==> src/rtl/mem_wb_writeback.sv <==
// mem_wb_writeback
//   MEM/WB pipeline register and the writer side of the register file's write
//   port. The retiring instruction is captured from MEM. Load data is extracted
//   and extended before the register, so WB only has to drive
//   WriteReg/WriteData/RegWrite for one full cycle. The register file commits
//   these values on the negedge of that same cycle. The block also flags
//   misaligned loads and counts retired instructions.
//
// Ports
//   Clk, Rst_n     clock (posedge) and asynchronous active-low reset
//   Stall, Flush   hold the register / load a bubble (Flush wins)
//   Mem*           retiring instruction fields from the MEM stage
//   WriteReg       register-file write address
//   WriteData      register-file write data
//   RegWrite       register-file write enable
//   WbValid        WB holds a real instruction
//   AlignErr       misaligned load in WB; its write is suppressed
//   RetireCount    instructions retired since reset (wraps)
module mem_wb_writeback #(
    parameter int CNT_W = 32
) (
    input  logic             Clk,
    input  logic             Rst_n,
    input  logic             Stall,
    input  logic             Flush,
    input  logic             MemValid,
    input  logic             MemRegWrite,
    input  logic [1:0]       MemToReg,
    input  logic [2:0]       MemLoadType,
    input  logic [1:0]       MemAddrLo,
    input  logic [31:0]      MemAluResult,
    input  logic [31:0]      MemLoadData,
    input  logic [31:0]      MemPcPlus8,
    input  logic [4:0]       MemDestReg,
    output logic [4:0]       WriteReg,
    output logic [31:0]      WriteData,
    output logic             RegWrite,
    output logic             WbValid,
    output logic             AlignErr,
    output logic [CNT_W-1:0] RetireCount
);

    localparam logic [2:0] LT_LH  = 3'b001;
    localparam logic [2:0] LT_LHU = 3'b010;
    localparam logic [2:0] LT_LB  = 3'b011;
    localparam logic [2:0] LT_LBU = 3'b100;

    localparam logic [1:0] SRC_LOAD = 2'b01;
    localparam logic [1:0] SRC_LINK = 2'b10;

    logic             valid_q,     valid_d;
    logic             reg_write_q, reg_write_d;
    logic [4:0]       dest_q,      dest_d;
    logic [31:0]      data_q,      data_d;
    logic             align_q,     align_d;
    logic [CNT_W-1:0] count_q,     count_d;

    logic [7:0]  load_byte;
    logic [15:0] load_half;
    logic [31:0] load_value;
    logic        load_misaligned;
    logic [31:0] wb_value;

    // Load extraction, extension and the alignment check for the instruction
    // currently in MEM. Load types outside the defined set behave as lw.
    always_comb begin
        load_byte       = MemLoadData[{MemAddrLo, 3'b000} +: 8];
        load_half       = MemAddrLo[1] ? MemLoadData[31:16] : MemLoadData[15:0];
        load_value      = MemLoadData;
        load_misaligned = |MemAddrLo;
        case (MemLoadType)
            LT_LH: begin
                load_value      = {{16{load_half[15]}}, load_half};
                load_misaligned = MemAddrLo[0];
            end
            LT_LHU: begin
                load_value      = {16'h0000, load_half};
                load_misaligned = MemAddrLo[0];
            end
            LT_LB: begin
                load_value      = {{24{load_byte[7]}}, load_byte};
                load_misaligned = 1'b0;
            end
            LT_LBU: begin
                load_value      = {24'h000000, load_byte};
                load_misaligned = 1'b0;
            end
            default: begin
                load_value      = MemLoadData;
                load_misaligned = |MemAddrLo;
            end
        endcase
    end

    // Writeback source select; 00 and 11 both pick the ALU result.
    always_comb begin
        case (MemToReg)
            SRC_LOAD: wb_value = load_value;
            SRC_LINK: wb_value = MemPcPlus8;
            default:  wb_value = MemAluResult;
        endcase
    end

    // Next-state for the pipeline register. A flush only clears valid; the
    // other fields are don't-care because every output that matters is
    // gated by valid. The counter sees the occupant that is leaving, and a
    // stall freezes it even when a flush overrides the register itself.
    always_comb begin
        valid_d     = valid_q;
        reg_write_d = reg_write_q;
        dest_d      = dest_q;
        data_d      = data_q;
        align_d     = align_q;
        if (Flush) begin
            valid_d = 1'b0;
        end else if (!Stall) begin
            valid_d     = MemValid;
            reg_write_d = MemRegWrite;
            dest_d      = MemDestReg;
            data_d      = wb_value;
            align_d     = (MemToReg == SRC_LOAD) && load_misaligned;
        end

        count_d = count_q;
        if (valid_q && !Stall) begin
            count_d = count_q + CNT_W'(1);
        end
    end

    always_ff @(posedge Clk or negedge Rst_n) begin
        if (!Rst_n) begin
            valid_q     <= 1'b0;
            reg_write_q <= 1'b0;
            dest_q      <= 5'd0;
            data_q      <= 32'd0;
            align_q     <= 1'b0;
            count_q     <= '0;
        end else begin
            valid_q     <= valid_d;
            reg_write_q <= reg_write_d;
            dest_q      <= dest_d;
            data_q      <= data_d;
            align_q     <= align_d;
            count_q     <= count_d;
        end
    end

    // $zero is never written, and a misaligned load never writes.
    always_comb begin
        WbValid     = valid_q;
        AlignErr    = valid_q & align_q;
        RegWrite    = valid_q & reg_write_q & (dest_q != 5'd0) & ~(valid_q & align_q);
        WriteReg    = dest_q;
        WriteData   = data_q;
        RetireCount = count_q;
    end

endmodule

==> config.mk <==
export PLATFORM = sky130hd
export DESIGN_NAME = mem_wb_writeback
export DESIGN_NICKNAME = d
export VERILOG_FILES = /design/src/rtl/mem_wb_writeback.sv
export SDC_FILE = /design/constraint.sdc
export NUM_CORES = 1
export LEC_CHECK = 0
export CORE_AREA = 2 2 101 103
export CTS_BUF_LIST = sky130_fd_sc_hd__clkbuf_16
export CTS_CLUSTER_DIAMETER = 150
export DETAILED_ROUTE_END_ITERATION = 7
export DIE_AREA = 0 0 103 105
export PLACE_DENSITY = 0.95
export SYNTH_ARGS = -nofsm -noshare
export SYNTH_HDL_FRONTEND = slang
export SYNTH_SLANG_ARGS = --single-unit
==> constraint.sdc <==
create_clock -name Clk -period 3.7 [get_ports Clk]
set_clock_uncertainty 0.1 [all_clocks]
set_input_delay 0.555 -clock Clk [delete_from_list [all_inputs] [get_ports Clk]]
set_output_delay 0.555 -clock Clk [all_outputs]
set_load 0.02 [all_outputs]
# Word-level counts from Yosys, hierarchy flattened
# Index checks and enable logic that the tools add are counted.
[totals]
output_inout_bits = 72
ff_bits = 72
in_bits = 114
wordCells = 36
[classes]
bitwise_logic = 7
reduce_logical = 8
muxes = 6
n_eq_ne = 7
add_sub_neg = 1
shifts = 1
[op_table]
columns = ["operator", "n"]
rows = [
  ["one-hot mux 32 bit (4 select lines)", 1],
  ["one-hot mux 32 bit (2 select lines)", 1],
  ["adder 32 x 1 -> 32 bit (second input constant)", 1],
  ["indexed part select 32 x 6 -> 8 bit", 1],
  ["two-way mux 16 bit", 1],
  ["equality test 3 x 2 -> 1 bit (second input constant)", 2],
  ["OR reduction 2 bit", 3],
  ["nonzero test 5 bit", 1],
  ["bitwise AND 1 bit", 4],
  ["equality test 3 x 1 -> 1 bit (second input constant)", 1],
  ["equality test 3 bit (second input constant)", 1],
  ["inverter 1 bit", 3],
  ["equality test 2 x 1 -> 1 bit (second input constant)", 1],
  ["equality test 2 bit (second input constant)", 1],
  ["logical AND 1 bit", 2],
  ["two-way mux 1 bit", 2],
  ["inequality test 2 x 1 -> 1 bit (second input constant)", 1],
  ["one-hot mux 1 bit (2 select lines)", 1],
  ["AND reduction 2 bit", 1],
  ["zero test 1 bit", 1],
]

# Logic depth before layout (Yosys ltp)
[logic_depth]
word_depth = 4
mapped_depth = 9
mapped_depth_nobuf = 7

# Worst setup path before layout
# OpenSTA, ideal clock, no wires.
[synth_timing]
kind = "input -> register"
startpoint = "input port MemToReg[0]"
endpoint = "register data_q[0], in the netlist WriteData[0]"
cell_stages = 9
arrival_ns = 2.027
path_slack_ns = 1.447
path_buffers = 2
required_ns = 3.474
setup_ns = 0.126
cell_sequence = "inv_1 ha_1 clkbuf_1 or3_1 buf_2 a21oi_1 o21ai_0 a221oi_1 nor2_1"
[synth_between]
elab_chain_cells = 2
elab_cells_between_ends = 3
[synth_lines]
columns = ["item", "line_no", "source"]
rows = [
  ["start, declared", "28", "input logic [1:0] MemToReg,"],
  ["equality test 2 bit / equality test 2 x 1 -> 1 bit (equally long branches)", "97", "case (MemToReg)"],
  ["one-hot mux 32 bit (2 select lines) (*)", "97", ""],
  ["end signal, assigned", "142", "data_q <= data_d;"],
  ["end, declared", "54", "logic [31:0] data_q, data_d;"],
]
# Mark *: on every way between the ends. The rest lies on a longest branch, timed or not.
# A chain may end at the register's enable or synchronous reset.

# Final worst setup path
[layout_timing]
startpoint = "input port MemLoadType[0]"
endpoint = "register data_q[18], in the netlist WriteData[18]"
[layout_between]
elab_chain_cells = 3
elab_cells_between_ends = 6
[layout_lines]
columns = ["item", "line_no", "source"]
rows = [
  ["start, declared", "29", "input logic [2:0] MemLoadType,"],
  ["equality test 3 bit, or another cell as far along", "71", "case (MemLoadType)"],
  ["one-hot mux 32 bit (4 select lines) (*)", "71", ""],
  ["one-hot mux 32 bit (2 select lines) (*)", "97", ""],
]
# Marks and branches as above.

==> run summary <==
status: finished clean
PortBufs: 185
vias in the first global route: 4882
Slew Limit Fails: 0
Pre-antenna DRT Iters: 6
IO Count: 186
max-cap violation count: 0
top sig layer: met4
Area Overhead vs Synth: 49.9%
Worst EP required: 3.86 ns
M1 wire length: 5.87 mm
cts bufs inserted: 9
core area: 0.00964 sq mm
Hold Buf Count CTS: 0
critical-path cell list: clkdlybuf4s50_1 > or3b_2 > nand2_1 > a211oi_2 > o21ai_0 > a21oi_1
Final min period: 2.79 ns
initial antenna violation count: 0
Starting Density: 0.465
largest net degree at the start of global routing: 73
remaining antenna violation count after routing: 0
layout cells sized above 1: 0.0619
fmax: 359 MHz
Worst setup startpoint: MemLoadType[0]
routed wl met2: 7.65 mm
Residual DRC: 0
CTS Sinks: 72
Post-CTS Setup Bufs: 0
root buffer cell: clkbuf_16
slew margin rel.: 0.394
Synth cell types: 47
Worst-Margin Slew: 0.910 ns
Worst Path Max Fanout: 20
worst vdd ir: 0.230 mV
crit path launch type: input pin
GRT Resource Usage Total: 0.284
Lkg Pwr: 0.00268 uW
Final Hold Viols: 0
Worst Hold Class: in -> async
DP HPWL: 11.6 mm
FF-to-FF Start: RetireCount[6]
commonest non-fill, non-tap cell in the layout: clkdlybuf4s50_1
sequential area share after synthesis: 0.402
count of final setup violators: 0
Via-to-Cell Ratio: 5.81
diode count: 0
Critical Path Slowest Stage Cell: clkdlybuf4s50_1
Die X: 103 um
#FFs+latches synth: 72
Vias: 4906
global route total overflow: 0
first-pass GRT wire length: 23.9 mm
Worst-Skew Late Latency: 0.34 ns
Final Cycle Share: 0.754
die height: 105 um
initial drt markers: 429
Core Rows: 36
crit-path max cell delay: 0.82 ns
CTS tree: built
Post-Syn Nets: 654
CTS resizes: 0
clk slew on worst S/H paths: 0.06 ns
Final #Nets: 823
RSZ-0062 raised after global routing: no
Synth Area per Inst: 8.35 sq um
die area: 0.0108 sq mm
WL/cell: 18.2 um
Fin Setup TNS: 0 ns
Hold Slack: 0.247 ns
Cells after Synth: 537
DRT Wirelength: 15.4 mm
WP data arrival: 2.95 ns
routability congestion estimate: 0.911
crit end category: register
P per Cell Area: 382 mW/mm^2
routed wl met3: 1.23 mm
Ys Warns: 0
most frequent cells in the layout: clkdlybuf4s50_1 (184), o21ai_0 (80), dfrtp_1 (72)
total power draw: 2570 uW
Max clock buf depth: 2
Mapped Area: 0.00448 sq mm
critical path class: in -> reg
htree depth: 3
-- critical path: cells and delay by family --
family,cells,cell delay [ns]
AO/OA/AOI/OAI,3,1.21
buffers and inverters,1,0.82
AND/OR/NAND/NOR,2,0.35
-- cells in the mapped netlist, drive strengths merged --
| cell | n | area (sq um) |
|---|---|---|
| or3b | 1 | 8.76 |
| o21ai | 81 | 409 |
| xor2 | 11 | 96.3 |
| nand4 | 3 | 18.8 |
| nor2b | 7 | 43.8 |
| nand3b | 31 | 233 |
| ha | 3 | 37.5 |
| a21o | 3 | 22.5 |
| and2 | 2 | 12.5 |
| o221a | 5 | 56.3 |
| or3 | 6 | 37.5 |
| nor4 | 3 | 18.8 |
| nor3 | 5 | 36.3 |
| and3 | 10 | 62.6 |
| nand3 | 16 | 90.1 |
| or4 | 2 | 18.8 |
| mux2 | 4 | 45.0 |
| nor3b | 3 | 27.5 |
| nand2b | 2 | 12.5 |
| dfrtp | 72 | 1800 |
| o2111ai | 5 | 43.8 |
| buf | 9 | 43.8 |
| and3b | 1 | 8.76 |
| inv | 4 | 15.0 |
| a221oi | 6 | 52.6 |
| o211ai | 5 | 37.5 |
| o22a | 1 | 8.76 |
| or2 | 2 | 12.5 |
| a21oi | 71 | 355 |
| mux2i | 8 | 80.1 |
| xnor2 | 21 | 184 |
| a211oi | 7 | 57.6 |
| nor2 | 37 | 146 |
| clkbuf | 27 | 103 |
| nand2 | 61 | 229 |
| o41ai | 1 | 8.76 |
| and2b | 1 | 7.51 |
-- report_power, final --
| group | internal [uW] | total [uW] | switching [uW] |
|---|---|---|---|
| clock network | 511 | 841 | 330 |
| registers | 884 | 958 | 73.3 |
| logic | 377 | 772 | 396 |
-- routing by layer --
metal,GRT usage,up-vias
li1,-,2269
met5,0,-
met1,0.345,2290
met3,0.0548,59
met4,0.141,0
met2,0.473,288
-- state kept, by name, summed over array words and instances (netlist names) --
register     flops
WbValid          1
WriteReg         5
align_q          1
WriteData       32
RetireCount     32
reg_write_q      1
-- worst paths after layout --
kind / to / slack, ns / cells after the start
setup reg to reg: RetireCount[25] / 1.73 / 5
max in group asynchronous: RetireCount[8] / 2.66 / 1
hold / removal: WriteData[30] / 0.25 / 1
min in group Clk: reg_write_q / 0.38 / 2
hold reg to reg: reg_write_q / 0.38 / 2
setup / recovery: WriteData[18] / 0.91 / 6
-- through the flow --
step	utilization	worst slack (ns)	area [sq um]	instances
global route	0.697	0.749	6720	844
finish	0.697	0.911	6720	844
global placement	0.668	0.845	6440	828
detailed placement	0.668	0.592	6440	828
CTS	0.697	0.952	6720	844
floorplan	-	1.45	4480	537
-- layout make-up --
class	instances	area (sq um)
Fill cell	762	2920
Multi-Input combinational cell	425	2530
Timing Repair Buffer	194	1930
Sequential cell	72	1800
Clock buffer	9	225
Tap cell	133	166
Clock inverter	7	56.3
Inverter	4	15.0
-- kinds of logic after synthesis --
kind of cell	count (synthesis)	share of synthesized area
xor+xnor	32	0.0625
simple gates	193	0.229
buf+inv	40	0.0360
flops	72	0.402
compound gates	185	0.235
mux	12	0.0279
fa+ha+maj	3	0.00837
(Power assumes the default switching activity.)
